===== src/rtl/npc_axi_pkg.sv =====
// Shared AXI-Lite definitions: response codes, crossbar FSM encodings and the
// default SRAM/UART address windows.
package npc_axi_pkg;

   localparam logic [1:0] RESP_OKAY   = 2'b00;
   localparam logic [1:0] RESP_DECERR = 2'b11;

   localparam logic [31:0] DEF_MEM_BASE  = 32'h8000_0000;
   localparam logic [31:0] DEF_MEM_SIZE  = 32'h0800_0000;
   localparam logic [31:0] DEF_UART_BASE = 32'ha000_03f8;
   localparam logic [31:0] DEF_UART_SIZE = 32'h0000_0008;

   typedef enum logic [1:0] {
      RD_IDLE = 2'd0,
      RD_DATA = 2'd1,
      RD_ERR  = 2'd2
   } rd_state_e;

   typedef enum logic [1:0] {
      WR_IDLE = 2'd0,
      WR_REQ  = 2'd1,
      WR_RESP = 2'd2,
      WR_ERR  = 2'd3
   } wr_state_e;

   // Subtracting first keeps the window check correct for windows touching 2^32.
   function automatic logic in_window(input logic [31:0] addr,
                                      input logic [31:0] base,
                                      input logic [31:0] size);
      logic [31:0] offs;
      offs = addr - base;
      return (addr >= base) && (offs < size);
   endfunction

endpackage


===== src/rtl/axi_addr_decode.sv =====
// Address decoder for the 1-to-2 crossbar: slave 0 = SRAM, slave 1 = UART,
// anything else is a miss. UART takes priority if the windows overlap.
module axi_addr_decode
   import npc_axi_pkg::*;
#(
   parameter logic [31:0] MEM_BASE  = DEF_MEM_BASE,
   parameter logic [31:0] MEM_SIZE  = DEF_MEM_SIZE,
   parameter logic [31:0] UART_BASE = DEF_UART_BASE,
   parameter logic [31:0] UART_SIZE = DEF_UART_SIZE
) (
   input  logic [31:0] i_addr,
   output logic        o_hit0,
   output logic        o_hit1,
   output logic        o_miss
);

   logic w_in_mem;
   logic w_in_uart;

   assign w_in_mem  = in_window(i_addr, MEM_BASE, MEM_SIZE);
   assign w_in_uart = in_window(i_addr, UART_BASE, UART_SIZE);

   assign o_hit1 = w_in_uart;
   assign o_hit0 = w_in_mem & ~w_in_uart;
   assign o_miss = ~w_in_mem & ~w_in_uart;

endmodule


===== src/rtl/axi_lite_xbar_1to2.sv =====
// AXI4-Lite 1-master-to-2-slave crossbar (SRAM, UART) with local DECERR for
// unmapped addresses. Independent read/write paths, one outstanding each.
module axi_lite_xbar_1to2
   import npc_axi_pkg::*;
#(
   parameter logic [31:0] MEM_BASE  = DEF_MEM_BASE,
   parameter logic [31:0] MEM_SIZE  = DEF_MEM_SIZE,
   parameter logic [31:0] UART_BASE = DEF_UART_BASE,
   parameter logic [31:0] UART_SIZE = DEF_UART_SIZE
) (
   input  logic        clk,
   input  logic        rst,
   // upstream master port
   input  logic [31:0] s_araddr,
   input  logic        s_arvalid,
   output logic        s_arready,
   output logic [31:0] s_rdata,
   output logic [1:0]  s_rresp,
   output logic        s_rvalid,
   input  logic        s_rready,
   input  logic [31:0] s_awaddr,
   input  logic        s_awvalid,
   output logic        s_awready,
   input  logic [31:0] s_wdata,
   input  logic [3:0]  s_wstrb,
   input  logic        s_wvalid,
   output logic        s_wready,
   output logic [1:0]  s_bresp,
   output logic        s_bvalid,
   input  logic        s_bready,
   // slave 0 (SRAM)
   output logic [31:0] m0_araddr,
   output logic        m0_arvalid,
   input  logic        m0_arready,
   input  logic [31:0] m0_rdata,
   input  logic [1:0]  m0_rresp,
   input  logic        m0_rvalid,
   output logic        m0_rready,
   output logic [31:0] m0_awaddr,
   output logic        m0_awvalid,
   input  logic        m0_awready,
   output logic [31:0] m0_wdata,
   output logic [3:0]  m0_wstrb,
   output logic        m0_wvalid,
   input  logic        m0_wready,
   input  logic [1:0]  m0_bresp,
   input  logic        m0_bvalid,
   output logic        m0_bready,
   // slave 1 (UART)
   output logic [31:0] m1_araddr,
   output logic        m1_arvalid,
   input  logic        m1_arready,
   input  logic [31:0] m1_rdata,
   input  logic [1:0]  m1_rresp,
   input  logic        m1_rvalid,
   output logic        m1_rready,
   output logic [31:0] m1_awaddr,
   output logic        m1_awvalid,
   input  logic        m1_awready,
   output logic [31:0] m1_wdata,
   output logic [3:0]  m1_wstrb,
   output logic        m1_wvalid,
   input  logic        m1_wready,
   input  logic [1:0]  m1_bresp,
   input  logic        m1_bvalid,
   output logic        m1_bready,
   // FSM observation
   output rd_state_e   o_rd_state,
   output wr_state_e   o_wr_state
);

   // Handshake rule on every channel: a beat transfers on the rising clk edge
   // where valid && ready are both high; valid never waits on ready.

   rd_state_e   r_rd_state, w_rd_next;
   wr_state_e   r_wr_state, w_wr_next;
   logic        r_rsel;
   logic        r_wsel, w_wsel_next;
   logic        r_aw_done, w_aw_done_next;
   logic        r_w_done, w_w_done_next;
   logic        w_aw_now, w_w_now;

   logic        w_ar_hit0, w_ar_hit1, w_ar_miss;
   logic        w_aw_hit0, w_aw_hit1, w_aw_miss;
   logic        w_ar_sel, w_aw_sel;

   logic [1:0]  w_m_arvalid, w_m_rready, w_m_awvalid, w_m_wvalid, w_m_bready;
   logic [1:0]  w_m_arready, w_m_rvalid, w_m_awready, w_m_wready, w_m_bvalid;
   logic [31:0] w_m_rdata [2];
   logic [1:0]  w_m_rresp [2];
   logic [1:0]  w_m_bresp [2];

   axi_addr_decode #(
      .MEM_BASE(MEM_BASE), .MEM_SIZE(MEM_SIZE),
      .UART_BASE(UART_BASE), .UART_SIZE(UART_SIZE)
   ) u_ar_decode (
      .i_addr(s_araddr), .o_hit0(w_ar_hit0), .o_hit1(w_ar_hit1), .o_miss(w_ar_miss)
   );

   axi_addr_decode #(
      .MEM_BASE(MEM_BASE), .MEM_SIZE(MEM_SIZE),
      .UART_BASE(UART_BASE), .UART_SIZE(UART_SIZE)
   ) u_aw_decode (
      .i_addr(s_awaddr), .o_hit0(w_aw_hit0), .o_hit1(w_aw_hit1), .o_miss(w_aw_miss)
   );

   // A non-miss address is slave 1 exactly when it hits the UART window.
   assign w_ar_sel = w_ar_hit1 & ~w_ar_hit0;
   assign w_aw_sel = w_aw_hit1 & ~w_aw_hit0;

   assign w_m_arready = {m1_arready, m0_arready};
   assign w_m_rvalid  = {m1_rvalid, m0_rvalid};
   assign w_m_awready = {m1_awready, m0_awready};
   assign w_m_wready  = {m1_wready, m0_wready};
   assign w_m_bvalid  = {m1_bvalid, m0_bvalid};
   assign w_m_rdata[0] = m0_rdata;
   assign w_m_rdata[1] = m1_rdata;
   assign w_m_rresp[0] = m0_rresp;
   assign w_m_rresp[1] = m1_rresp;
   assign w_m_bresp[0] = m0_bresp;
   assign w_m_bresp[1] = m1_bresp;

   assign m0_araddr = s_araddr;
   assign m1_araddr = s_araddr;
   assign m0_awaddr = s_awaddr;
   assign m1_awaddr = s_awaddr;
   assign m0_wdata  = s_wdata;
   assign m1_wdata  = s_wdata;
   assign m0_wstrb  = s_wstrb;
   assign m1_wstrb  = s_wstrb;

   assign m0_arvalid = w_m_arvalid[0];
   assign m1_arvalid = w_m_arvalid[1];
   assign m0_rready  = w_m_rready[0];
   assign m1_rready  = w_m_rready[1];
   assign m0_awvalid = w_m_awvalid[0];
   assign m1_awvalid = w_m_awvalid[1];
   assign m0_wvalid  = w_m_wvalid[0];
   assign m1_wvalid  = w_m_wvalid[1];
   assign m0_bready  = w_m_bready[0];
   assign m1_bready  = w_m_bready[1];

   assign o_rd_state = r_rd_state;
   assign o_wr_state = r_wr_state;

   // ---------------- read path ----------------
   always_ff @(posedge clk) begin
      if (rst) begin
         r_rd_state <= RD_IDLE;
         r_rsel     <= 1'b0;
      end else begin
         r_rd_state <= w_rd_next;
         if (r_rd_state == RD_IDLE && w_rd_next == RD_DATA)
            r_rsel <= w_ar_sel;
      end
   end

   always_comb begin
      w_rd_next   = r_rd_state;
      w_m_arvalid = 2'b00;
      w_m_rready  = 2'b00;
      s_arready   = 1'b0;
      s_rvalid    = 1'b0;
      s_rresp     = RESP_OKAY;
      s_rdata     = 32'h0;
      case (r_rd_state)
         RD_IDLE: begin
            if (w_ar_miss) begin
               s_arready = 1'b1;
               if (s_arvalid) w_rd_next = RD_ERR;
            end else begin
               w_m_arvalid[w_ar_sel] = s_arvalid;
               s_arready             = w_m_arready[w_ar_sel];
               if (s_arvalid && w_m_arready[w_ar_sel]) w_rd_next = RD_DATA;
            end
         end
         RD_DATA: begin
            s_rvalid           = w_m_rvalid[r_rsel];
            s_rresp            = w_m_rresp[r_rsel];
            s_rdata            = w_m_rdata[r_rsel];
            w_m_rready[r_rsel] = s_rready;
            if (w_m_rvalid[r_rsel] && s_rready) w_rd_next = RD_IDLE;
         end
         RD_ERR: begin
            s_rvalid = 1'b1;
            s_rresp  = RESP_DECERR;
            if (s_rready) w_rd_next = RD_IDLE;
         end
         default: w_rd_next = RD_IDLE;
      endcase
      if (rst) begin
         s_arready   = 1'b0;
         s_rvalid    = 1'b0;
         w_m_arvalid = 2'b00;
         w_m_rready  = 2'b00;
      end
   end

   // ---------------- write path ----------------
   always_ff @(posedge clk) begin
      if (rst) begin
         r_wr_state <= WR_IDLE;
         r_wsel     <= 1'b0;
         r_aw_done  <= 1'b0;
         r_w_done   <= 1'b0;
      end else begin
         r_wr_state <= w_wr_next;
         r_wsel     <= w_wsel_next;
         r_aw_done  <= w_aw_done_next;
         r_w_done   <= w_w_done_next;
      end
   end

   always_comb begin
      w_wr_next      = r_wr_state;
      w_wsel_next    = r_wsel;
      w_aw_done_next = r_aw_done;
      w_w_done_next  = r_w_done;
      w_aw_now       = 1'b0;
      w_w_now        = 1'b0;
      w_m_awvalid    = 2'b00;
      w_m_wvalid     = 2'b00;
      w_m_bready     = 2'b00;
      s_awready      = 1'b0;
      s_wready       = 1'b0;
      s_bvalid       = 1'b0;
      s_bresp        = RESP_OKAY;
      case (r_wr_state)
         WR_IDLE: begin
            if (s_awvalid && s_wvalid) begin
               if (w_aw_miss) begin
                  s_awready = 1'b1;
                  s_wready  = 1'b1;
                  w_wr_next = WR_ERR;
               end else begin
                  // Present to the slave immediately so a ready slave costs no cycle.
                  w_wsel_next           = w_aw_sel;
                  w_m_awvalid[w_aw_sel] = 1'b1;
                  w_m_wvalid[w_aw_sel]  = 1'b1;
                  s_awready             = w_m_awready[w_aw_sel];
                  s_wready              = w_m_wready[w_aw_sel];
                  w_aw_now              = w_m_awready[w_aw_sel];
                  w_w_now               = w_m_wready[w_aw_sel];
                  if (w_aw_now && w_w_now) begin
                     w_wr_next = WR_RESP;
                  end else begin
                     w_wr_next      = WR_REQ;
                     w_aw_done_next = w_aw_now;
                     w_w_done_next  = w_w_now;
                  end
               end
            end
         end
         WR_REQ: begin
            w_m_awvalid[r_wsel] = s_awvalid & ~r_aw_done;
            w_m_wvalid[r_wsel]  = s_wvalid & ~r_w_done;
            s_awready           = w_m_awready[r_wsel] & ~r_aw_done;
            s_wready            = w_m_wready[r_wsel] & ~r_w_done;
            w_aw_now            = r_aw_done | (s_awvalid & w_m_awready[r_wsel]);
            w_w_now             = r_w_done | (s_wvalid & w_m_wready[r_wsel]);
            if (w_aw_now && w_w_now) begin
               w_wr_next      = WR_RESP;
               w_aw_done_next = 1'b0;
               w_w_done_next  = 1'b0;
            end else begin
               w_aw_done_next = w_aw_now;
               w_w_done_next  = w_w_now;
            end
         end
         WR_RESP: begin
            s_bvalid           = w_m_bvalid[r_wsel];
            s_bresp            = w_m_bresp[r_wsel];
            w_m_bready[r_wsel] = s_bready;
            if (w_m_bvalid[r_wsel] && s_bready) w_wr_next = WR_IDLE;
         end
         WR_ERR: begin
            s_bvalid = 1'b1;
            s_bresp  = RESP_DECERR;
            if (s_bready) w_wr_next = WR_IDLE;
         end
         default: w_wr_next = WR_IDLE;
      endcase
      if (rst) begin
         s_awready   = 1'b0;
         s_wready    = 1'b0;
         s_bvalid    = 1'b0;
         w_m_awvalid = 2'b00;
         w_m_wvalid  = 2'b00;
         w_m_bready  = 2'b00;
      end
   end

endmodule


===== config.mk =====
export PLATFORM = sky130hd
export DESIGN_NAME = axi_lite_xbar_1to2
export DESIGN_NICKNAME = d
export VERILOG_FILES = /design/src/rtl/npc_axi_pkg.sv /design/src/rtl/axi_addr_decode.sv /design/src/rtl/axi_lite_xbar_1to2.sv
export SDC_FILE = /design/constraint.sdc
export NUM_CORES = 1
export LEC_CHECK = 0
export CORE_AREA = 2 2 173 175
export DETAILED_ROUTE_END_ITERATION = 12
export DIE_AREA = 0 0 175 177
export HOLD_SLACK_MARGIN = 0.06
export SLEW_MARGIN = 15
export SYNTH_ARGS = -nofsm -noshare
export SYNTH_HDL_FRONTEND = slang
export SYNTH_SLANG_ARGS = --single-unit

===== constraint.sdc =====
create_clock -name clk -period 7.2 [get_ports clk]
set_input_delay 1.44 -clock clk [delete_from_list [all_inputs] [get_ports clk]]
set_output_delay 1.44 -clock clk [all_outputs]
set_load 0.01 [all_outputs]

==> run metrics <==
Final Skew=0.00736 ns; DRT Pass-1 Iters=4; Clock Path Buffers=2; Tot Pwr=440 uW; WP data required=5.76 ns; die area=31,000 um^2; Leakage=1.96 nW; VDD IR-drop max=0.0000455 V; Slew Limit Fails=0; Mapped Avg Cell Area=7.24 um^2; Yosys Warn Count=0; TritonCTS clock tree=yes; register bit total from synthesis=8; Clock Latency Late Sink=0.24 ns; r2r startpoint=o_rd_state[1]; row count=63; Post-Synth Adder-Cell Area=1.93%; Unique masters post-synth=70; CP startpoint=s_awaddr[27]; sequential share of the synthesized area=4.11%; portion of netlist area occupied by mux cells=12.0%; Die Wd=175 um; Yosys top cell area share=38.6%; worst min path class=flop to flop; Root Driver=clkbuf_16; grt ovf=0; hold slack=0.480 ns; Slew HR=34.4%; Seq. cell area=161 um^2; Crit Reg-Reg Endpoint=r_rsel; top cells by count, synth=buf_4 (200), nor2_1 (64), mux2i_1 (35), nand2_1 (20), a21oi_1 (16); Post-CTS Resized=0; Post-DRT Antenna Nets=0; setup TNS=0 ns; GR Util All Layers=9.57%; DRC=0; WS Path Type=input pin to output port; first-pass GRT wire length=22,800 um; f_max=156 MHz; Clock Sinks=8; via count=4,074; Vias/cell=3.93; Final Critical Period=6.40 ns; final setup fails=0; slew at the pin closest to its max-slew limit=0.978 ns; Area growth syn-to-layout=56.5%; clk slew on worst S/H paths=0.04 ns; Wirelength per Cell=15.6 um; area occupied by multi-input gates=2150 um^2; Finished Core Util=20.8%; H-tree depth=1; outcome=finished, final reports clean; Inst Count DP=1,034; # diodes=0; count leader, synth=buf_4; Max Cap Viol=0; Starting Density=13.3%; fin crit share=88.9%; initial antenna violation count=0; Post-Synth Simple-Gate Area=27.2%; Final nets=844; RePlAce Congestion=0.802; ys async rst share=0%; TritonCTS buffer count=3; post-route setup slack=0.798 ns; Syn Inst Count=538; WHS Path Cells=2; XOR/XNOR share of the synthesized area=1.80%; RSZ-0062 raised after global routing=false; Worst Hold End=r_aw_done; final hold viol count=0; critical path startpoint category=input pin; Post-Syn Area=3890 um^2; Main synth FF type=dfxtp_1; post-synthesis compound-gate area fraction=12.5%; crit-path max cell delay=0.57 ns; worst slack at placement=0.782 ns; hold path start=r_aw_done; DP HPWL=14,000 um; final WL=16,200 um; worst reg2reg path depth=9; Fill cells=3,239; post-synth top area cell=buf_4; Post-synth EDFFs=0; Critical Path Sink Type=output port; post-route cell area=6090 um^2; setup bufs post-CTS=0; Post-CTS Hold Buffers=0; layout cells sized above 1=5.26%; Synth Net Count=733; core area=29,200 um^2; Chip Height=177 um; largest net degree at the start of global routing=36; largest family of logic cells by synthesized area=buffers and inverters; FF-to-FF setup slack=4.31 ns; # port buffers=317; DR iter-0 viols=167; Area after DPL=6020 um^2; Ports=444; ranking of synthesized cells by area=buf_4 (39%), mux2i_1 (9.0%), nor2_1 (6.2%), dfxtp_1 (4.1%), mux2_2 (2.6%); largest fanout on the critical path=5; CP Data Arrival Time=4.96 ns; pwr/cell area=72.3 nW/um^2; Finished Layout Cells=1,037; vias in the first global route=3,811; crit path cell chain=clkdlybuf4s50_1, or3b_1, or4b_1, nor4_1, nand4_1, nor3_1, nand3_2, nor4_1, a31oi_1, nor2_1, clkdlybuf4s50_1; Slowest-stage cell, CP=clkdlybuf4s50_1
==> state kept, by name (all words and copies together) (netlist names) <==
register / flops
o_wr_state: 2
r_wsel: 1
r_w_done: 1
r_rsel: 1
o_rd_state: 2
r_aw_done: 1
==> placed cells by master (no fill, tap or decap), drive strengths merged, types with 2 or more instances in the layout <==
cell / Yosys / routed
a31oi: 8 / 8
a22oi: 2 / 2
a21o: 2 / 2
nor2: 64 / 64
nand3b: 4 / 4
or3: 4 / 4
nand3: 12 / 12
nor2b: 5 / 5
clkbuf: 9 / 3
or2: 2 / 2
mux2i: 35 / 35
inv: 6 / 6
a211oi: 3 / 3
o31a: 2 / 2
o221ai: 2 / 2
o211ai: 3 / 3
xnor2: 7 / 7
ha: 6 / 6
a2bb2oi: 2 / 2
nor3b: 6 / 6
o21a: 7 / 7
buf: 204 / 2
or4: 3 / 3
o31ai: 4 / 4
and3: 5 / 5
dfxtp: 8 / 8
nor4: 14 / 14
and4: 3 / 3
nand2: 20 / 20
a21oi: 16 / 16
clkdlybuf4s50: 0 / 317
mux2: 10 / 10
nand4b: 5 / 5
nor3: 15 / 15
nand2b: 6 / 6
nor4b: 2 / 2
o22ai: 3 / 3
nand4: 10 / 10
o21ai: 3 / 3
==> worst max-delay path by stage <==
stage / endpoint / slack, ns / cells after the start
4_1_cts: m1_awvalid / 0.78 / 11
3_5_place_dp: m1_awvalid / 0.78 / 11
5_1_grt: m1_awvalid / 0.47 / 11
2_1_floorplan: m1_awvalid / 2.23 / 9
6_report: m1_awvalid / 0.80 / 11
3_3_place_gp: m1_awvalid / 0.80 / 11
==> layer usage <==
metal / up-vias / GRT usage (%) / wire length (um)
li1: 1925 / - / -
met1: 1838 / 10.1 / 5850
met2: 281 / 17.5 / 8350
met3: 30 / 3.01 / 1540
met4: 0 / 3.96 / 471
met5: - / 0 / 0
==> final cells by class <==
class	count	area share, %
Inverter	7	0.431
Multi-Input combinational cell	310	35.4
Clock buffer	3	1.23
Tap cell	390	8.01
Sequential cell	8	2.65
Timing Repair Buffer	319	52.3
==> power breakdown <==
part	internal (mW)	switching (mW)	total [mW]
Sequential	0.0470	0.00558	0.0526
Clock	0.0721	0.0262	0.0982
Combinational	0.171	0.118	0.290
Total	0.290	0.150	0.440
==> worst max-delay path, delay by kind of cell <==
| kind | cells | cell delay [ns] |
|---|---|---|
| buffers and inverters | 2 | 1.08 |
| AO/OA/AOI/OAI | 1 | 0.10 |
| AND/OR/NAND/NOR | 8 | 2.34 |
==> cell families after synthesis <==
logic type                 Yosys count
buffers and inverters              220
and+or+nand+nor                    185
AOI/OAI and AO/OA                   66
muxes                               45
xor gates and xnor gates             8
DFF                                  8
adders and majority gates            6
Note: power is estimated with default switching activity, not from simulation.
